===== src/rtl/ahb_lite_interconnect.sv =====
// AHB-Lite single-master interconnect: address decode, data-phase response
// mux, built-in default slave with two-cycle ERROR, optional wait-state
// timeout, and a saturating error counter with sticky timeout flag.
module ahb_lite_interconnect #(
  parameter int                 W        = 32,
  parameter int                 NSLV     = 4,
  parameter logic [NSLV*32-1:0] SLV_BASE = {32'h6000_0000, 32'h4000_0000,
                                            32'h2000_0000, 32'h0000_0000},
  parameter logic [NSLV*32-1:0] SLV_MASK = {4{32'hE000_0000}},
  parameter int                 TIMEOUT  = 0
) (
  input  logic              fclk,
  input  logic              resetn,
  input  logic [31:0]       haddr,
  input  logic [1:0]        htrans,
  output logic              hready,
  output logic              hresp,
  output logic [W-1:0]      hrdata,
  output logic [NSLV-1:0]   s_hsel,
  input  logic [NSLV-1:0]   s_hreadyout,
  input  logic [NSLV-1:0]   s_hresp,
  input  logic [NSLV*W-1:0] s_hrdata,
  output logic [7:0]        err_count,
  output logic              timeout_flag,
  input  logic              err_clr
);

  typedef enum logic [1:0] {
    OKAY = 2'd0,
    ERR1 = 2'd1,
    ERR2 = 2'd2
  } state_t;

  localparam bit          TO_EN   = (TIMEOUT > 0);
  localparam logic [15:0] TO_LAST = 16'((TIMEOUT > 0) ? (TIMEOUT - 1) : 0);

  state_t          state;
  state_t          state_nxt;
  logic            addr_found;
  logic            addr_unmapped;
  logic [NSLV-1:0] dp_sel;
  logic            dp_def;
  logic            dp_active;
  logic            slv_ready;
  logic            slv_resp;
  logic [W-1:0]    slv_rdata;
  logic [15:0]     wait_cnt;
  logic            wait_active;
  logic            wait_expire;
  logic            timeout_hit;
  logic            err_inc;
  logic            unused_htrans0;

  // Only the NONSEQ/SEQ distinction matters here; bit 0 is not needed.
  assign unused_htrans0 = htrans[0];

  // Address decode: first matching slot wins, nothing selected when unmapped.
  always_comb begin
    s_hsel     = '0;
    addr_found = 1'b0;
    for (int i = 0; i < NSLV; i++) begin
      if (!addr_found &&
          ((haddr & SLV_MASK[32*i +: 32]) ==
           (SLV_BASE[32*i +: 32] & SLV_MASK[32*i +: 32]))) begin
        s_hsel[i]  = 1'b1;
        addr_found = 1'b1;
      end
    end
  end

  assign addr_unmapped = ~addr_found;

  // Capture which target owns the upcoming data phase whenever the bus advances.
  always_ff @(posedge fclk or negedge resetn) begin
    if (!resetn) begin
      dp_sel    <= '0;
      dp_def    <= 1'b1;
      dp_active <= 1'b0;
    end else if (hready) begin
      dp_sel    <= s_hsel;
      dp_def    <= addr_unmapped;
      dp_active <= htrans[1];
    end
  end

  // Select the response of the slave that owns the data phase.
  always_comb begin
    slv_ready = 1'b1;
    slv_resp  = 1'b0;
    slv_rdata = '0;
    for (int i = 0; i < NSLV; i++) begin
      if (dp_sel[i]) begin
        slv_ready = s_hreadyout[i];
        slv_resp  = s_hresp[i];
        slv_rdata = s_hrdata[W*i +: W];
      end
    end
  end

  assign wait_active = (state == OKAY) && !dp_def && dp_active && !slv_ready;
  assign wait_expire = TO_EN && wait_active && (wait_cnt == TO_LAST);

  // Response state register.
  always_ff @(posedge fclk or negedge resetn) begin
    if (!resetn) begin
      state <= OKAY;
    end else begin
      state <= state_nxt;
    end
  end

  // Next state and master-facing response; error states mask the slave.
  always_comb begin
    state_nxt   = state;
    hready      = 1'b1;
    hresp       = 1'b0;
    hrdata      = '0;
    timeout_hit = 1'b0;
    case (state)
      OKAY: begin
        if (!dp_def) begin
          hready = slv_ready;
          hresp  = slv_resp;
          hrdata = slv_rdata;
        end
        if (wait_expire) begin
          state_nxt   = ERR1;
          timeout_hit = 1'b1;
        end else if (hready && htrans[1] && addr_unmapped) begin
          state_nxt = ERR1;
        end
      end
      ERR1: begin
        hready    = 1'b0;
        hresp     = 1'b1;
        state_nxt = ERR2;
      end
      ERR2: begin
        hready = 1'b1;
        hresp  = 1'b1;
        if (htrans[1] && addr_unmapped) begin
          state_nxt = ERR1;
        end else begin
          state_nxt = OKAY;
        end
      end
      default: begin
        state_nxt = OKAY;
      end
    endcase
  end

  // Count consecutive stalled slave cycles; any progress or error restarts it.
  always_ff @(posedge fclk or negedge resetn) begin
    if (!resetn) begin
      wait_cnt <= '0;
    end else if (!TO_EN || !wait_active || wait_expire) begin
      wait_cnt <= '0;
    end else begin
      wait_cnt <= wait_cnt + 16'd1;
    end
  end

  assign err_inc = (state_nxt == ERR1) && (state != ERR1);

  // Error statistics; a clear in the same cycle as a new error discards it.
  always_ff @(posedge fclk or negedge resetn) begin
    if (!resetn) begin
      err_count    <= '0;
      timeout_flag <= 1'b0;
    end else if (err_clr) begin
      err_count    <= '0;
      timeout_flag <= 1'b0;
    end else begin
      if (err_inc && (err_count != 8'hFF)) begin
        err_count <= err_count + 8'd1;
      end
      if (timeout_hit) begin
        timeout_flag <= 1'b1;
      end
    end
  end

endmodule


===== config.mk =====
export PLATFORM = sky130hd
export DESIGN_NAME = ahb_lite_interconnect
export DESIGN_NICKNAME = d
export VERILOG_FILES = /design/src/rtl/ahb_lite_interconnect.sv
export SDC_FILE = /design/constraint.sdc
export NUM_CORES = 1
export LEC_CHECK = 0
export CAP_MARGIN = 30
export CORE_ASPECT_RATIO = 0.75
export CORE_MARGIN = 1.5
export CORE_UTILIZATION = 30
export CTS_BUF_LIST = sky130_fd_sc_hd__clkbuf_2
export DETAILED_ROUTE_END_ITERATION = 12
export PLACE_DENSITY = 0.95
export SETUP_SLACK_MARGIN = 0.5
export SLEW_MARGIN = 20
export SYNTH_ARGS = -nofsm -noshare
export SYNTH_HDL_FRONTEND = slang
export SYNTH_SLANG_ARGS = --single-unit

===== constraint.sdc =====
create_clock -name fclk -period 2.3 [get_ports fclk]
set_input_delay 0.345 -clock fclk [delete_from_list [all_inputs] [get_ports fclk]]
set_output_delay 0.345 -clock fclk [all_outputs]
set_load 0.1 [all_outputs]

==> results.tsv, run 1 <==
metric	value	unit
Warnings, synthesis	0	
Worst-Margin Slew	0.808	ns
most frequent CP cell	buf_12	
Final Wtd Congestion	0.954	
main combinational cell family by area after synthesis	simple AND/OR/NAND/NOR gates	
Slew Limit Fails	0	
Final Core Density	83.4	%
Routed WL	11400	µm
io pins	220	
# rows	26	
syn nets	468	
Die ar.	7420	µm²
drt drc	10	
Post-synth ARST share	100	%
cells along the critical path	nor2b_4, buf_6, buf_12, buf_12, a221oi_4, nor3_2, a21oi_2, nor2_4, buf_12	
Gate Count Post-Synth	289	
Post-Synth Adder-Cell Area	3.62	%
CTS tree	built	
hold slack final	0.433	ns
slowest CP cell	dfrtp_2	
reg2reg end	err_count[2]	
vias in the first global route	3120	
Reg2Reg Setup Slack	0	ns
complex-gate fraction of the synthesized area	31.0	%
Final Critical Period	2.39	ns
Area Growth Syn to Fin	171	%
register area share after synthesis	18.2	%
filler cell count	364	
FMAX	418	MHz
DIE WIDTH	99.0	µm
first-pass GRT wire length	16000	µm
P_sw	3.08	mW
Num CTS Buffers	3	
port bufs	188	
Final #Nets	658	
die height	75.0	µm
routed vias/inst	5.61	
layout cells sized above 1	46.4	%
hold buffers post-CTS	0	
failing checks	design-rule violations, negative setup slack	
Initial Util	30.8	%
Hold Fails Final Rpt	0	
GRT Overall Usage	27.7	%
status	finished, violations left	
Power Density	940	nW/µm²
Post-synth EDFFs	0	
slowest cell delay on critical path	0.47	ns
Mapped Area	2070	µm²
clock power share	2.7	%
DR vias	3153	
fin crit share	104	%
Worst-path clk slew	0.16	ns
final setup fails	21	
Synth Flop Type	dfrtp_1	
post-synthesis mux area share	5.98	%
antenna cells	0	
switching power share of the total	58.4	%
Yosys cell types	36	
top cells by count, synth	42 x nor2_1, 40 x nor2b_1, 35 x a21oi_1	
initial antenna violation count	0	
critical path arrival	2.05	ns
drt wl/cell	20.3	µm
Slew Limit Headroom	46.1	%
Synth area leader	dfrtp_1	
P_leak	2.01	nW
dpl hpwl	7510	µm
Clock Sinks	15	
Avg Inst Size Synth	7.17	µm²
Post-Synth XOR/XNOR Area	0	%
largest net degree at the start of global routing	50	
Worst setup EP type	output port	
crit path launch type	flop	
largest fanout on the critical path	7	
Worst EP required	1.96	ns
root buffer cell	clkbuf_2	
core area	6730	µm²
grt ovf	0	
Worst Slack Setup Final	-0.0905	ns
htree depth	1	
area fraction of the dominant cell type after synthesis	16.9	%
1st-iter DRT viols	159	
Post-DRT Antenna Nets	0	
Peak VDD IR	0.000792	V
RSZ-0062 raised after global routing	yes	
Hold Crit Class	input port to async pin	
r2r startpoint	dp_sel[0]	
critical path class	flop to output port	
most common cell in the netlist	nor2_1	
first drt pass iteration count	12	
internal power	2.20	mW
Max Cap Viol	0	
cells on worst reg2reg path	8	
Simple-Gate Fraction of Synth Area	32.9	%
clk_skew	0.00335	ns
top post-synthesis cells by area	dfrtp_1 17%, a221oi_1 14%, nor2b_1 12%	
register bit total from synthesis	15	
Setup WS pre-CTS	-0.125	ns
worst skew pair latency	0.31	ns
Flop pwr share	7.5	%
Logic pwr share	89.8	%
Max clock buf depth	2	
## cell usage in the layout (no fill, tap or decap), types with 3 or more instances in the layout
cell,instances
nor2_4,33
dfrtp_4,6
a2111oi_4,4
buf_12,46
a221oi_1,3
nor3_2,17
clkbuf_2,4
nor2b_1,39
dfrtp_2,5
a21oi_1,16
a221oi_4,10
a221oi_2,20
nor3_1,16
nand3_1,4
buf_16,3
clkdlybuf4s50_1,139
buf_6,7
inv_1,5
dfrtp_1,3
nand2_1,3
a21oi_2,19
buf_4,19
ha_1,4
mux2_4,9
nor2_1,9
## critical path: cells and delay by family (launching register included)
kind | cells | cell delay, ns
compound gates | 2 | 0.13
simple gates | 3 | 0.56
flops | 1 | 0.47
buf+inv | 4 | 0.57
## routing by layer
layer / vias to the layer above / GRT usage (%) / wire (µm)
li1: 1447 / - / -
met1: 1525 / 31.5 / 4260
met2: 154 / 53.6 / 6000
met3: 27 / 6.87 / 878
met4: 0 / 6.19 / 251
met5: - / 0 / 0
## kinds of logic after synthesis
family,count (synthesis)
compound gates,84
fa+ha+maj,6
buf+inv,39
flops,15
mux,11
other cells,1
simple gates,133
## timing repair
item	in CTS	in global routing
pin swaps	39	9
gates cloned	3	0
endpoints found under the setup margin	51	50
resized for setup	74	29
buffers inserted	8	2
## power groups by stage
stage	clock network (mW)	registers, mW	logic (mW)
after floorplan	0	0.446	2.74
after global placement	0	0.389	4.03
after detailed placement	0	0.395	4.12
after CTS	0.138	0.390	4.57
after global routing	0.147	0.403	4.94
final	0.144	0.396	4.74
## final cells by class
| cell class | instances | area [µm²] | share of cell area (%) |
|---|---|---|---|
| Sequential cell | 15 | 405 | 7.22 |
| Clock buffer | 4 | 20.0 | 0.356 |
| Timing Repair Buffer | 217 | 2650 | 47.1 |
| Inverter | 7 | 26.3 | 0.468 |
| Multi-Input combinational cell | 235 | 2410 | 43.0 |
| Tap cell | 84 | 105 | 1.87 |
## metrics by stage
step | cells | TNS [ns] | instance area, µm² | total power [mW]
floorplan | 289 | 0 | 2520 | 3.18
global placement | 545 | -0.564 | 4840 | 4.42
detailed placement | 545 | -0.704 | 4840 | 4.52
CTS | 560 | -0.279 | 5430 | 5.10
global route | 562 | -2.83 | 5620 | 5.49
finish | 562 | -0.861 | 5620 | 5.28
## how the worst max path moves through the flow
stage	startpoint	end	slack (ns)
after floorplan	dp_sel[1]	dp_sel[0]	0.06
after global placement	s_hreadyout[0]	err_count[2]	-0.11
after detailed placement	s_hreadyout[0]	err_count[2]	-0.12
after CTS	dp_sel[0]	hrdata[15]	-0.05
after global routing	dp_sel[1]	hrdata[19]	-0.16
final	dp_sel[1]	hrdata[19]	-0.09
## flip-flops by register name, summed over array words and instances (netlist names)
register and cells:
dp_def 1, dp_sel 4, err_count 8, state 2
(Power assumes the default switching activity.)
==> run 2, diff against run 1 <==
--- a/config.mk
+++ b/config.mk
@@ -11,6 +11,7 @@
 export CORE_UTILIZATION = 30
 export CTS_BUF_LIST = sky130_fd_sc_hd__clkbuf_2
 export DETAILED_ROUTE_END_ITERATION = 12
+export GPL_TIMING_DRIVEN = 0
 export PLACE_DENSITY = 0.95
 export SETUP_SLACK_MARGIN = 0.5
 export SLEW_MARGIN = 20
==> run 2 against run 1 <==
  * Clock power down 7%
  * Global-route usage up 1.1 points
  * First-iteration DRC count up 25%
  * Core utilization up 2.0 points
  * The flow still finishes with violations (design-rule violations, negative setup slack)
  * Highest routed layer unchanged
==> results.tsv, run 2 (same netlist as run 1, synthesis figures left out) <==
metric	value	unit	change
largest fanout on the critical path	10		+3
Largest Register	err_count		
Worst-Margin Slew	0.714	ns	-0.0939 ns
most frequent CP cell	buf_12		
Hold Crit Class	input port to async pin		
first drt pass iteration count	11		-1
Final #Nets	676		+2.7%
io pins	220		unchanged
drt wl/cell	21.3	µm	+5.3%
Final Critical Period	2.44	ns	+0.0467 ns
Max clock buf depth	2		unchanged
first-pass GRT wire length	16700	µm	+4.3%
top flop regs	err_count x8, dp_sel x4, state x2		
FMAX	410	MHz	-1.9%
Num CTS Buffers	3		unchanged
Post-DRT Antenna Nets	0		unchanged
# rows	26		unchanged
Die ar.	7420	µm²	unchanged
crit path launch type	flop		
Clock Sinks	15		unchanged
1st-iter DRT viols	199		+25%
port bufs	188		unchanged
P_leak	2.07	nW	+3.2%
setup TNS	-0.358	ns	+0.503 ns
Final Wtd Congestion	0.865		-9.3%
commonest non-fill, non-tap cell in the layout	clkdlybuf4s50_1		
design area	5750	µm²	+2.4%
Final Core Density	85.4	%	+2.0 points
Worst-path clk slew	0.15	ns	about the same
fin crit share	106	%	+2.0 points
Routed WL	12400	µm	+8.7%
hold slack final	0.455	ns	+0.0221 ns
Post-Layout Cell Count	580		+3.2%
vias in the first global route	3300		+5.8%
routed vias/inst	5.60		-0.21%
placed insts	561		+2.9%
CTS tree	built		
drt drc	11		+1
slowest CP cell	dfrtp_1		
Post-DP Area	4510	µm²	-6.7%
Slew Limit Headroom	52.2	%	+6.1 points
largest net degree at the start of global routing	16		-68%
most frequent cells in the layout	139 x clkdlybuf4s50_1, 39 x nor2b_1, 35 x buf_12		
critical path arrival	2.09	ns	+0.04 ns
worst skew pair latency	0.30	ns	about the same
failing checks	design-rule violations, negative setup slack		
critical path class	flop to output port		
Worst Slack Setup Final	-0.137	ns	-0.0467 ns
DIE WIDTH	99.0	µm	unchanged
RSZ-0062 raised after global routing	yes		
core area	6730	µm²	unchanged
Initial Util	30.8	%	unchanged
Peak VDD IR	0.000673	V	-15%
status	finished, violations left		
antenna cells	0		unchanged
Worst setup EP type	output port		
slowest cell delay on critical path	0.38	ns	-0.09 ns
Hold Fails Final Rpt	0		unchanged
htree depth	1		unchanged
dpl hpwl	7870	µm	+4.7%
Area Growth Syn to Fin	178	%	
Setup WS pre-CTS	-1.12	ns	-0.993 ns
DR vias	3247		+3.0%
GRT Overall Usage	28.8	%	+1.1 points
initial antenna violation count	0		unchanged
die height	75.0	µm	unchanged
Worst EP required	1.96	ns	about the same
total power	5.40	mW	+2.2%
layout cells sized above 1	51.0	%	+4.6 points
hold buffers post-CTS	0		unchanged
Slew Limit Fails	0		unchanged
Max Cap Viol	0		unchanged
cells along the critical path	buf_6, nor2b_4, buf_12, clkbuf_16, a221oi_2, nor3_1, a21oi_1, nor2_4, buf_12		
final setup fails	11		-48%
grt ovf	0		unchanged
clk_skew	0.00250	ns	-0.000854 ns
Power Density	939	nW/µm²	-0.18%
max reg flops	8		unchanged
root buffer cell	clkbuf_2		
run 2: cell types whose count changed in the layout (fill, tap and decap cells not counted), sizes merged:
cell / change
buf: -13
clkdlybuf4s15: +8
dlymetal6s2s: -1
dlygate4sd2: +1
clkbuf: +23
run 2: cell type report:
type | instances | area, µm²
Buffer | 32 | 318
Clock buffer | 4 | 20.0
Fill cell | 353 | 983
Inverter | 7 | 26.3
Multi-Input combinational cell | 235 | 2490
Sequential cell | 15 | 404
Tap cell | 84 | 105
Timing Repair Buffer | 203 | 2380
run 2: critical path, delay by kind of cell (launching register included):
family | cells | cell delay, ns
compound gates | 2 | 0.56
buf+inv | 4 | 0.63
flops | 1 | 0.38
simple gates | 3 | 0.22
run 2: per-layer routing:
metal / vias to the layer above / part of all wire [%] / global-route usage [%]
met2: 159 / 53 / 53.7
met1: 1579 / 37 / 34.4
li1: 1483 / - / -
met4: 0 / 2.5 / 8.57
met3: 26 / 7.4 / 5.57
met5: - / 0 / 0
run 2: repair_timing:
action	4_1_cts	5_1_grt
gates resized for setup	440	75
setup endpoints to repair	59	48
pin swaps	22	16
setup buffers	9	3
cloned	2	1
run 2: power breakdown:
part / switching (mW) / leakage (nW) / internal (mW)
combinational: 3.01 / 1.87 / 1.88
clock: 0.0882 / 0.0166 / 0.0461
sequential: 0.0426 / 0.183 / 0.322
run 2: path summary, 6_finish.rpt:
check                                from           end  slack (ns)  depth (start not counted)
min in group fclk               dp_sel[0]     dp_sel[0]        0.55                          1
worst min register to register  dp_sel[0]     dp_sel[0]        0.55                          1
worst min-delay path               resetn      state[1]        0.46                          1
max in group asynchronous          resetn  err_count[0]        1.33                          1
worst max register to register  dp_sel[1]  err_count[6]       -0.03                          8
worst max-delay path            dp_sel[1]     hrdata[8]       -0.14                          9
==> run 3, diff against run 2 <==
--- a/config.mk
+++ b/config.mk
@@ -18,3 +18,4 @@
 export SYNTH_ARGS = -nofsm -noshare
 export SYNTH_HDL_FRONTEND = slang
 export SYNTH_SLANG_ARGS = --single-unit
+export TNS_END_PERCENT = 50
==> run 3 against run 2 <==
  * The run still ends with design-rule violations, negative setup slack left
  * Wire length fell by 0.45%
  * Setup slack improved by 0.026 ns
  * Via count is 1.8% higher
  * Sequential power increased by 2%
  * Worst hold slack lost 0.0070 ns
  * Core utilization decreased by 1.9 points
  * First-iteration DRC count down 35%
==> results.tsv, run 3 (same netlist as run 1, synthesis figures left out) <==
metric	value	unit	change
P_leak	2.05	nW	-1.1%
Hold Crit Class	input port to async pin		
final setup fails	11		unchanged
Worst Slack Setup Final	-0.111	ns	+0.0257 ns
Max clock buf depth	2		unchanged
r2r startpoint	dp_sel[0]		
Peak VDD IR	0.000564	V	-16%
commonest non-fill, non-tap cell in the layout	clkdlybuf4s50_1		
Post-DRT Antenna Nets	0		unchanged
# rows	26		unchanged
die height	75.0	µm	unchanged
antenna cells	0		unchanged
Die ar.	7420	µm²	unchanged
layout cells sized above 1	48.8	%	-2.2 points
GRT Overall Usage	27.6	%	-1.3 points
io pins	220		unchanged
fin crit share	105	%	-1.1 points
DR vias	3306		+1.8%
cells on worst reg2reg path	7		-1
most frequent cells in the layout	139 x clkdlybuf4s50_1, 39 x nor2b_1, 36 x buf_12		
CTS tree	built		
htree depth	1		unchanged
largest fanout on the critical path	10		unchanged
FMAX	415	MHz	+1.1%
worst skew pair latency	0.30	ns	about the same
reg2reg end	err_count[5]		
critical path class	flop to output port		
first drt pass iteration count	12		+1
Worst-path clk slew	0.15	ns	about the same
setup TNS	-0.250	ns	+0.109 ns
Max Cap Viol	0		unchanged
Worst setup EP type	output port		
Worst-Margin Slew	0.728	ns	+0.0138 ns
DIE WIDTH	99.0	µm	unchanged
RSZ-0062 raised after global routing	yes		
first-pass GRT wire length	16200	µm	-3.0%
Slew Limit Headroom	51.3	%	-0.92 points
Final Wtd Congestion	0.879		+1.5%
Num CTS Buffers	3		unchanged
top flop regs	err_count x8, dp_sel x4, state x2		
port bufs	188		unchanged
largest net degree at the start of global routing	16		unchanged
drt drc	10		-1
max reg flops	8		unchanged
crit path launch type	flop		
Slew Limit Fails	0		unchanged
Routed WL	12300	µm	-0.45%
status	finished, violations left		
Clock Sinks	15		unchanged
root buffer cell	clkbuf_2		
Area Growth Syn to Fin	171	%	
clk_skew	0.00101	ns	-0.00149 ns
initial antenna violation count	0		unchanged
Worst EP required	1.96	ns	about the same
vias in the first global route	3319		+0.58%
routed vias/inst	5.72		+2.2%
Final #Nets	674		-0.30%
Hold Fails Final Rpt	0		unchanged
hold slack final	0.448	ns	-0.00704 ns
critical path arrival	2.07	ns	-0.02 ns
1st-iter DRT viols	129		-35%
drt wl/cell	21.3	µm	-0.11%
Initial Util	30.8	%	unchanged
core area	6730	µm²	unchanged
Largest Register	err_count		
failing checks	design-rule violations, negative setup slack		
CP Capture Point	hrdata[9]		
Reg2Reg Setup Slack	-0.01	ns	+0.02 ns
grt ovf	0		unchanged
Power Density	939	nW/µm²	about the same
Critical path origin	dp_sel[1]		
Final Critical Period	2.41	ns	-0.0257 ns
dpl hpwl	8000	µm	+1.7%
[run 3: worst min-delay path by stage]
stage	from	end	slack [ns]	cells past startpoint
finish	resetn	dp_sel[0]	0.45	1
global route	resetn	err_count[4]	0.48	1
CTS	resetn	err_count[7]	0.48	1
detailed placement	dp_sel[0]	dp_sel[0]	0.49	1
global placement	dp_sel[0]	dp_sel[0]	0.48	1
floorplan	resetn	dp_sel[0]	0.05	0
[run 3: metrics by stage]
| step | std cells | power [mW] | worst slack (ns) | instance area [µm²] | util (%) |
|---|---|---|---|---|---|
| after floorplan | 289 | 3.13 | 0.0564 | 2450 | - |
| after global placement | 561 | 3.94 | -1.07 | 4440 | 65.9 |
| after detailed placement | 561 | 4.02 | -1.04 | 4440 | 65.9 |
| after CTS | 572 | 4.80 | -0.0526 | 5100 | 75.8 |
| after global routing | 578 | 5.48 | -0.167 | 5620 | 83.5 |
| final | 578 | 5.28 | -0.111 | 5620 | 83.5 |
[run 3: metal layers]
| layer | GRT usage, % | routed length, µm | vias to the layer above |
|---|---|---|---|
| li1 | - | - | 1488 |
| met1 | 31.7 | 4690 | 1620 |
| met2 | 53.2 | 6570 | 172 |
| met5 | 0 | 0 | - |
| met3 | 3.81 | 805 | 26 |
| met4 | 10.5 | 251 | 0 |
[run 3: area by class of cell]
| type | count | area [µm²] |
|---|---|---|
| clock buffers | 4 | 20.0 |
| well taps | 84 | 105 |
| multi-input cells | 235 | 2400 |
| repair buffers | 201 | 2350 |
| fillers | 377 | 1110 |
| plain buffers | 32 | 329 |
| flip-flops and latches | 15 | 387 |
| inverters | 7 | 26.3 |
[run 3: critical path, cell delays in order (launching register included)]
cell and delay, ns:
dfrtp_1 0.40, buf_6 0.14, nor2b_4 0.11, buf_8 0.15
clkbuf_16 0.17, a221oi_1 0.09, nor3_1 0.26, a21oi_2 0.10
nor2_4 0.14, buf_12 0.19
[run 3: what timing repair did]
action | in CTS | in global routing
resized for setup | 413 | 114
gates cloned | 0 | 1
setup endpoints to repair | 59 | 49
hold buffers | 0 | 0
buffers inserted | 7 | 5
pin swaps | 17 | 15
hold endpoints to repair | 0 | 0
[run 3: power breakdown]
part | total, mW | switching (mW) | internal [mW]
Combinational | 4.77 | 2.95 | 1.82
Sequential | 0.371 | 0.0539 | 0.317
Clock | 0.139 | 0.0933 | 0.0460
Total | 5.28 | 3.10 | 2.19
